**src/rtl/pc_fetch_btb_if.sv**
```systemverilog
// Fetch/resolution bus between the PC/BTB front end and the pipeline.
// FETCH_STATS_EN adds the branch/mispredict statistic counters to the bus.
interface pc_fetch_btb_if #(parameter int ADDR_W = 32);
    logic              if_en;
    logic              inst_ren;
    logic [ADDR_W-1:0] inst_addr;
    logic              pred_taken_if;
    logic [ADDR_W-1:0] pred_target_if;
    logic              res_valid;
    logic [ADDR_W-1:0] res_pc;
    logic              res_is_branch;
    logic              res_taken;
    logic [ADDR_W-1:0] res_target;
    logic              res_pred_taken;
    logic [ADDR_W-1:0] res_pred_target;
    logic              redirect;
`ifdef FETCH_STATS_EN
    logic [31:0]       stat_branch;
    logic [31:0]       stat_mispredict;
`endif

    // master = fetch block, slave = pipeline/control side
    modport master (
        input  if_en, res_valid, res_pc, res_is_branch, res_taken, res_target,
               res_pred_taken, res_pred_target,
`ifdef FETCH_STATS_EN
        output stat_branch, stat_mispredict,
`endif
        output inst_ren, inst_addr, pred_taken_if, pred_target_if, redirect
    );
    modport slave (
        output if_en, res_valid, res_pc, res_is_branch, res_taken, res_target,
               res_pred_taken, res_pred_target,
`ifdef FETCH_STATS_EN
        input  stat_branch, stat_mispredict,
`endif
        input  inst_ren, inst_addr, pred_taken_if, pred_target_if, redirect
    );
endinterface

```
**src/rtl/pc_fetch_btb.sv**
```systemverilog
// Fetch front end: PC register plus direct-mapped BTB with 2-bit counters.
// Optional FETCH_STATS_EN adds saturating branch/mispredict counters.
module pc_fetch_btb #(
    parameter int              ADDR_W    = 32,
    parameter int              BTB_DEPTH = 16,
    parameter logic [ADDR_W-1:0] RESET_PC = '0
) (
    input  logic              clk,
    input  logic              rst_n,
    pc_fetch_btb_if.master    bus
);
    localparam int IDX_W = $clog2(BTB_DEPTH);
    localparam int TAG_W = ADDR_W - IDX_W - 2;

    logic [ADDR_W-1:0]    pc_q, pc_d;
    logic [BTB_DEPTH-1:0] valid_q;
    logic [TAG_W-1:0]     tag_q [BTB_DEPTH];
    logic [ADDR_W-1:0]    tgt_q [BTB_DEPTH];
    logic [1:0]           cnt_q [BTB_DEPTH];

    // Lookup side
    logic [IDX_W-1:0]  l_idx;
    logic [TAG_W-1:0]  l_tag;
    logic              l_hit;
    logic [ADDR_W-1:0] pc_plus4;

    assign l_idx    = pc_q[IDX_W+1:2];
    assign l_tag    = pc_q[ADDR_W-1:IDX_W+2];
    assign l_hit    = valid_q[l_idx] && (tag_q[l_idx] == l_tag);
    assign pc_plus4 = pc_q + ADDR_W'(4);

    assign bus.inst_ren       = rst_n;
    assign bus.inst_addr      = pc_q;
    assign bus.pred_taken_if  = l_hit && cnt_q[l_idx][1];
    assign bus.pred_target_if = l_hit ? tgt_q[l_idx] : pc_plus4;

    // Resolution side
    logic [IDX_W-1:0]  r_idx;
    logic [TAG_W-1:0]  r_tag;
    logic              r_hit, mispredict, redirect;
    logic [ADDR_W-1:0] correct_pc;
    logic              upd_alloc, upd_train, upd_inval;

    assign r_idx = bus.res_pc[IDX_W+1:2];
    assign r_tag = bus.res_pc[ADDR_W-1:IDX_W+2];
    assign r_hit = valid_q[r_idx] && (tag_q[r_idx] == r_tag);

    assign mispredict = bus.res_is_branch
        ? ((bus.res_taken != bus.res_pred_taken) ||
           (bus.res_taken && (bus.res_target != bus.res_pred_target)))
        : bus.res_pred_taken;
    assign redirect     = bus.res_valid && mispredict;
    assign bus.redirect = redirect;
    assign correct_pc   = (bus.res_is_branch && bus.res_taken) ? bus.res_target
                                                               : bus.res_pc + ADDR_W'(4);

    assign upd_alloc = bus.res_valid &&  bus.res_is_branch && !r_hit && bus.res_taken;
    assign upd_train = bus.res_valid &&  bus.res_is_branch &&  r_hit;
    assign upd_inval = bus.res_valid && !bus.res_is_branch &&  r_hit;

    always_comb begin
        pc_d = pc_q;
        if (redirect)
            pc_d = correct_pc;
        else if (bus.if_en)
            pc_d = bus.pred_taken_if ? bus.pred_target_if : pc_plus4;
    end

    always_ff @(posedge clk or negedge rst_n) begin
        if (!rst_n) begin
            pc_q    <= RESET_PC;
            valid_q <= '0;
        end else begin
            pc_q <= pc_d;
            if (upd_alloc)
                valid_q[r_idx] <= 1'b1;
            else if (upd_inval)
                valid_q[r_idx] <= 1'b0;
        end
    end

    // Payload needs no reset: it is only observed through valid_q.
    always_ff @(posedge clk) begin
        if (rst_n) begin
            if (upd_alloc) begin
                tag_q[r_idx] <= r_tag;
                tgt_q[r_idx] <= bus.res_target;
                cnt_q[r_idx] <= 2'b10;
            end else if (upd_train) begin
                if (bus.res_taken) begin
                    tgt_q[r_idx] <= bus.res_target;
                    if (cnt_q[r_idx] != 2'b11) cnt_q[r_idx] <= cnt_q[r_idx] + 2'd1;
                end else if (cnt_q[r_idx] != 2'b00) begin
                    cnt_q[r_idx] <= cnt_q[r_idx] - 2'd1;
                end
            end
        end
    end

`ifdef FETCH_STATS_EN
    logic [31:0] stat_br_q, stat_mp_q;

    always_ff @(posedge clk or negedge rst_n) begin
        if (!rst_n) begin
            stat_br_q <= '0;
            stat_mp_q <= '0;
        end else begin
            if (bus.res_valid && bus.res_is_branch && (stat_br_q != '1))
                stat_br_q <= stat_br_q + 32'd1;
            if (redirect && (stat_mp_q != '1))
                stat_mp_q <= stat_mp_q + 32'd1;
        end
    end

    assign bus.stat_branch     = stat_br_q;
    assign bus.stat_mispredict = stat_mp_q;
`endif
endmodule

```
**src/flat_wrapper.sv**
```systemverilog
// flat-port wrapper written by rule: the top's interface ports become plain ports
module pc_fetch_btb_flat 
#(
    parameter int              ADDR_W    = 32,
    parameter int              BTB_DEPTH = 16,
    parameter logic [ADDR_W-1:0] RESET_PC = '0
)
  (clk, rst_n, bus_if_en, bus_res_valid, bus_res_pc, bus_res_is_branch, bus_res_taken, bus_res_target, bus_res_pred_taken, bus_res_pred_target, bus_inst_ren, bus_inst_addr, bus_pred_taken_if, bus_pred_target_if, bus_redirect);
  pc_fetch_btb_if #(.ADDR_W(ADDR_W)) bus_i ();
  input  logic clk;
  input  logic rst_n;
  input wire logic [$bits(bus_i.if_en)-1:0] bus_if_en;
  input wire logic [$bits(bus_i.res_valid)-1:0] bus_res_valid;
  input wire logic [$bits(bus_i.res_pc)-1:0] bus_res_pc;
  input wire logic [$bits(bus_i.res_is_branch)-1:0] bus_res_is_branch;
  input wire logic [$bits(bus_i.res_taken)-1:0] bus_res_taken;
  input wire logic [$bits(bus_i.res_target)-1:0] bus_res_target;
  input wire logic [$bits(bus_i.res_pred_taken)-1:0] bus_res_pred_taken;
  input wire logic [$bits(bus_i.res_pred_target)-1:0] bus_res_pred_target;
  output wire logic [$bits(bus_i.inst_ren)-1:0] bus_inst_ren;
  output wire logic [$bits(bus_i.inst_addr)-1:0] bus_inst_addr;
  output wire logic [$bits(bus_i.pred_taken_if)-1:0] bus_pred_taken_if;
  output wire logic [$bits(bus_i.pred_target_if)-1:0] bus_pred_target_if;
  output wire logic [$bits(bus_i.redirect)-1:0] bus_redirect;
  assign bus_i.if_en = bus_if_en;
  assign bus_i.res_valid = bus_res_valid;
  assign bus_i.res_pc = bus_res_pc;
  assign bus_i.res_is_branch = bus_res_is_branch;
  assign bus_i.res_taken = bus_res_taken;
  assign bus_i.res_target = bus_res_target;
  assign bus_i.res_pred_taken = bus_res_pred_taken;
  assign bus_i.res_pred_target = bus_res_pred_target;
  assign bus_inst_ren = bus_i.inst_ren;
  assign bus_inst_addr = bus_i.inst_addr;
  assign bus_pred_taken_if = bus_i.pred_taken_if;
  assign bus_pred_target_if = bus_i.pred_target_if;
  assign bus_redirect = bus_i.redirect;
  pc_fetch_btb #(.ADDR_W(ADDR_W), .BTB_DEPTH(BTB_DEPTH), .RESET_PC(RESET_PC)) u_core (.clk(clk), .rst_n(rst_n), .bus(bus_i));
endmodule
```
**config.mk**
```make
export PLATFORM = sky130hd
export DESIGN_NAME = pc_fetch_btb_flat
export DESIGN_NICKNAME = d
export VERILOG_FILES = /design/src/rtl/pc_fetch_btb_if.sv /design/src/rtl/pc_fetch_btb.sv /design/src/flat_wrapper.sv
export SDC_FILE = /design/constraint.sdc
export NUM_CORES = 2
export LEC_CHECK = 0
export ABC_AREA = 1
export CAP_MARGIN = 20
export CORE_ASPECT_RATIO = 0.5
export CORE_MARGIN = 2
export CORE_UTILIZATION = 49
export DETAILED_ROUTE_END_ITERATION = 10
export PLACE_DENSITY = 0.66
export SYNTH_ARGS = -nofsm -noshare
export SYNTH_HDL_FRONTEND = slang
export SYNTH_SLANG_ARGS = --single-unit
```
**constraint.sdc**
```tcl
create_clock -name clk -period 11.4 [get_ports clk]
set_clock_uncertainty 0.2 [all_clocks]
set_input_delay 2.28 -clock clk [delete_from_list [all_inputs] [get_ports clk]]
set_output_delay 2.28 -clock clk [all_outputs]
set_load 0.02 [all_outputs]
```
==> metrics.md <==
| Metric | Value |
|---|---|
| Synth Instances | 5381 |
| Clock Latency Late Sink | 0.71 ns |
| Die area | around 100000 um^2 |
| Gate power share | 26.8% |
| Worst Path Required | between 8 and 9 ns |
| Compound-Gate Fraction of Synth Area | between 10 and 15% |
| Slowest stage delay, CP | 0.77 ns |
| Post-synthesis net count | roughly 5500 |
| Starting Density | 49.54% |
| Reg2Reg Capture Point | u_core.bus.inst_addr[1]$_DFFE_PN0P_ |
| Register area | 30040 um^2 |
| Placeable Area | 100400 um^2 |
| Pwr/cell area | 184.5 nW/um^2 |
| Switching share of total power | 35.11% |
| Max IR drop VDD | 0.0001058 V |
| CP Launch Point | u_core.bus.inst_addr[2]$_DFFE_PN0P_ |
| Adder-Cell Fraction of Synth Area | 0.1760% |
| Final hold violation count | 0 |
| Pin count of the biggest net entering global routing | 193 |
| Hold path depth | 2 |
| Setup_tns | 0 ns |
| CP Cell Sequence | inv_8, buf_4, nand2_1, nand3_1, nand2_1, nand2_1, nand2_1, inv_1, nand2_1, nand2_1, nand2_1, nor2_1, nand2_1, nor2_1, nand2_1, nor2_8, nand2_4, inv_1, clkdlybuf4s50_1 |
| Synthesis-stage register bit count | around 1000 |
| R2R depth | 21 |
| Leak Pwr | around 22 nW |
| CP Class | reg -> out |
| Fin. max-slew vios | 0 |
| Post-synthesis sequential area ratio | 60.35% |
| Clk pwr share | 32.0% |
| Total power | 0.01031 W |
| Die extent in y | 229.3 um |
| # IOs | 170 |
| CTS tree | built |
| Register share of total power | about two fifths |
| Ys async rst share | 4.762% |
| Worst setup SP type | flop |
| Critical path capture point | bus_pred_taken_if |
| Share of the synthesized area in the top cell type | approximately 58% |
| H-tree levels | 3 |
| Mean post-synth cell area | between 9 and 10 um^2 |
| RR Startpoint | u_core.bus.inst_addr[2]$_DFFE_PN0P_ |
| # fillers | 8697 |
| Layout cell share with drive strength beyond 1 | under 10% |
| Die width | roughly 450 um |
| Post-synthesis xor/xnor area fraction | about 1.2% |
| Post-synthesis mux area share | less than 1% |
| Grt total ovfl | 0 |
| Prevailing post-synth register cell | edfxtp_1 |
| Hold buffers post-CTS | 0 |
| Critical Path AT | approximately 6.4 ns |
| Status | finished, final reports clean |
| Worst slew pin tran | 1.141 ns |
| Final wirelength | about 170000 um |
| Final Net Count | 5526 |
| R2R Setup Slk | 5.46 ns |
| Worst-path clk slew | 0.07 ns |
| Drt first pass iters | 9 |
| DRT antenna net count | 0 |
| Clock root buffer master | clkbuf_16 |
| Internal Power | 0.006692 W |
| I/O Buffers | 169 |
| GP Congestion | 0.9501 |
| Post-CTS setup buffers | 0 |
| Post-CTS sizing | 0 |
| Final setup violation count | 0 |
| Clock Path Buffers | 3 |
| Global-route wire length before repair | 252500 um |
| RSZ-0062 raised after global routing | no |
| Synth top area cells | edfxtp_1, nand2_1, o21ai_0 |
| Max transition margin | a little under a quarter |
| Footprint of the multi-input gates | 16560 um^2 |
| Area leader, netlist | edfxtp_1 |
| WL per Instance | 25.33 um |
| Clock sink count | between 1000 and 1500 |
| Max cap viols | 0 |
| Num rows | roughly 80 |
| NetSw | 0.003620 W |
| Vias in the first global route | 38730 |
| Largest family of logic cells by synthesized area | simple AND/OR/NAND/NOR gates |
| Drt drc | 0 |
| CTS Buf Count | 92 |
| Vias | 41570 |
| Synthesis-to-finish area growth | 12.32% |
| Worst-path maximum fanout | 114 |
| Period minus WS final | 8.882 ns |
| Fmax | 112.6 MHz |
| Most used cell, CP | nand2_1 |
| Mapped Area | 49760 um^2 |
| Via density per instance | between 6 and 7 |
| Number of DRC markers in iteration 0 | 6055 |
| Critical Path Sink Type | output port |
| Ys Warns | 0 |
| Dpl hpwl | 102500 um |
| Synth cell types | 47 |
| Worst path slowest cell | dfrtp_4 |
| Post-synth EDFFs | 960 |
| Worst min-delay path class | reg -> reg |
| Period utilisation layout | between 70% and 80% |
| Global Route Usage Sum | 32.75% |
| Simple-Gate Fraction of Synth Area | slightly below 20% |
| Initial antenna violation count | 12 |
[cells by family (layout without fill, tap and decap cells)]
kind of cell    count (synthesis)  count (layout)
mux                             4               4
flops                        1008            1008
other cells                     0              11
xor+xnor                       67              67
fa+ha+maj                       7               7
simple gates                 2423            2423
compound gates               1035            1035
buf+inv                       837             947
[per-stage QoR]
step | setup WS, ns | cells | hold slack (ns) | utilization, % | area [um^2]
floorplan | 5.196 | 5381 | 0.2418 | - | 49760
global placement | 3.132 | 6661 | 0.2614 | 52.42 | 52650
detailed placement | 3.130 | 6662 | 0.2618 | 52.43 | 52660
CTS | 2.382 | 6831 | 0.2785 | 55.54 | 55780
global route | 2.149 | 6846 | 0.3228 | 55.65 | 55890
finish | 2.518 | 6846 | 0.2809 | 55.65 | 55890
[critical path, delay by kind of cell (launching register included)]
family | cells | cell delay, ns
simple gates | 14 | 2.37
buf+inv | 5 | 2.27
flops | 1 | 0.77
[power by group through the flow]
stage / sequential [W] / clock, W / combinational [W]
finish: 0.00425 / 0.00330 / 0.00277
global route: 0.00425 / 0.00346 / 0.00296
CTS: 0.00424 / 0.00331 / 0.00269
detailed placement: 0.00432 / 0 / 0.00268
global placement: 0.00432 / 0 / 0.00264
floorplan: 0.00424 / 0 / 0.00163
[synthesized netlist by cell type, types with 48 or more instances]
cell type and count:
a21oi_1 219, buf_2 133, clkbuf_1 144, dfrtp_1 48, edfxtp_1 960, inv_1 485
nand2_1 1297, nand3_1 382, nor2_1 639, o211ai_1 56, o21ai_0 484, o21ai_1 107
o22ai_1 88, xor2_1 55
[layer usage]
layer / share of wire (%) / vias to the layer above / GRT usage (%)
met5: 0 / - / 0
met4: 5.3 / 0 / 16.47
met3: 12 / 497 / 7.240
met2: 44 / 2764 / 48.77
met1: 39 / 19940 / 45.28
li1: - / 18370 / -
[sequential cells by signal, indices dropped and copies added, names as in the netlist, named ones only]
register and flops:
u_core.tgt_q 512, u_core.tag_q 416, u_core.bus.inst_addr 32, u_core.cnt_q 32
[how the worst min path moves through the flow]
stage | slack [ns] | to
floorplan | 0.24 | flop
global placement | 0.26 | flop
detailed placement | 0.26 | flop
CTS | 0.28 | flop
global route | 0.32 | flop
finish | 0.28 | flop
[cells in the final DEF (no fill, tap or decap), drive strengths merged, types with 88 or more instances in the layout]
cell type and instances:
edfxtp 960, clkbuf 105, nor2 647, nand2 1300, o22ai 88, a21oi 219, o21ai 591, inv 507
clkdlybuf4s50 166, nand3 387, buf 103
[final cells by class]
type                            instances  area share (%)
Clock inverter                         65           1.366
Timing Repair Buffer                  270           4.538
Multi-Input combinational cell       3536           29.63
Sequential cell                      1008           53.75
Antenna cell                           11         0.04925
Tap cell                             1344           3.009
Clock buffer                          104           4.217
Inverter                              508           3.443
No activity file was read; power rests on OpenSTA's default activity.
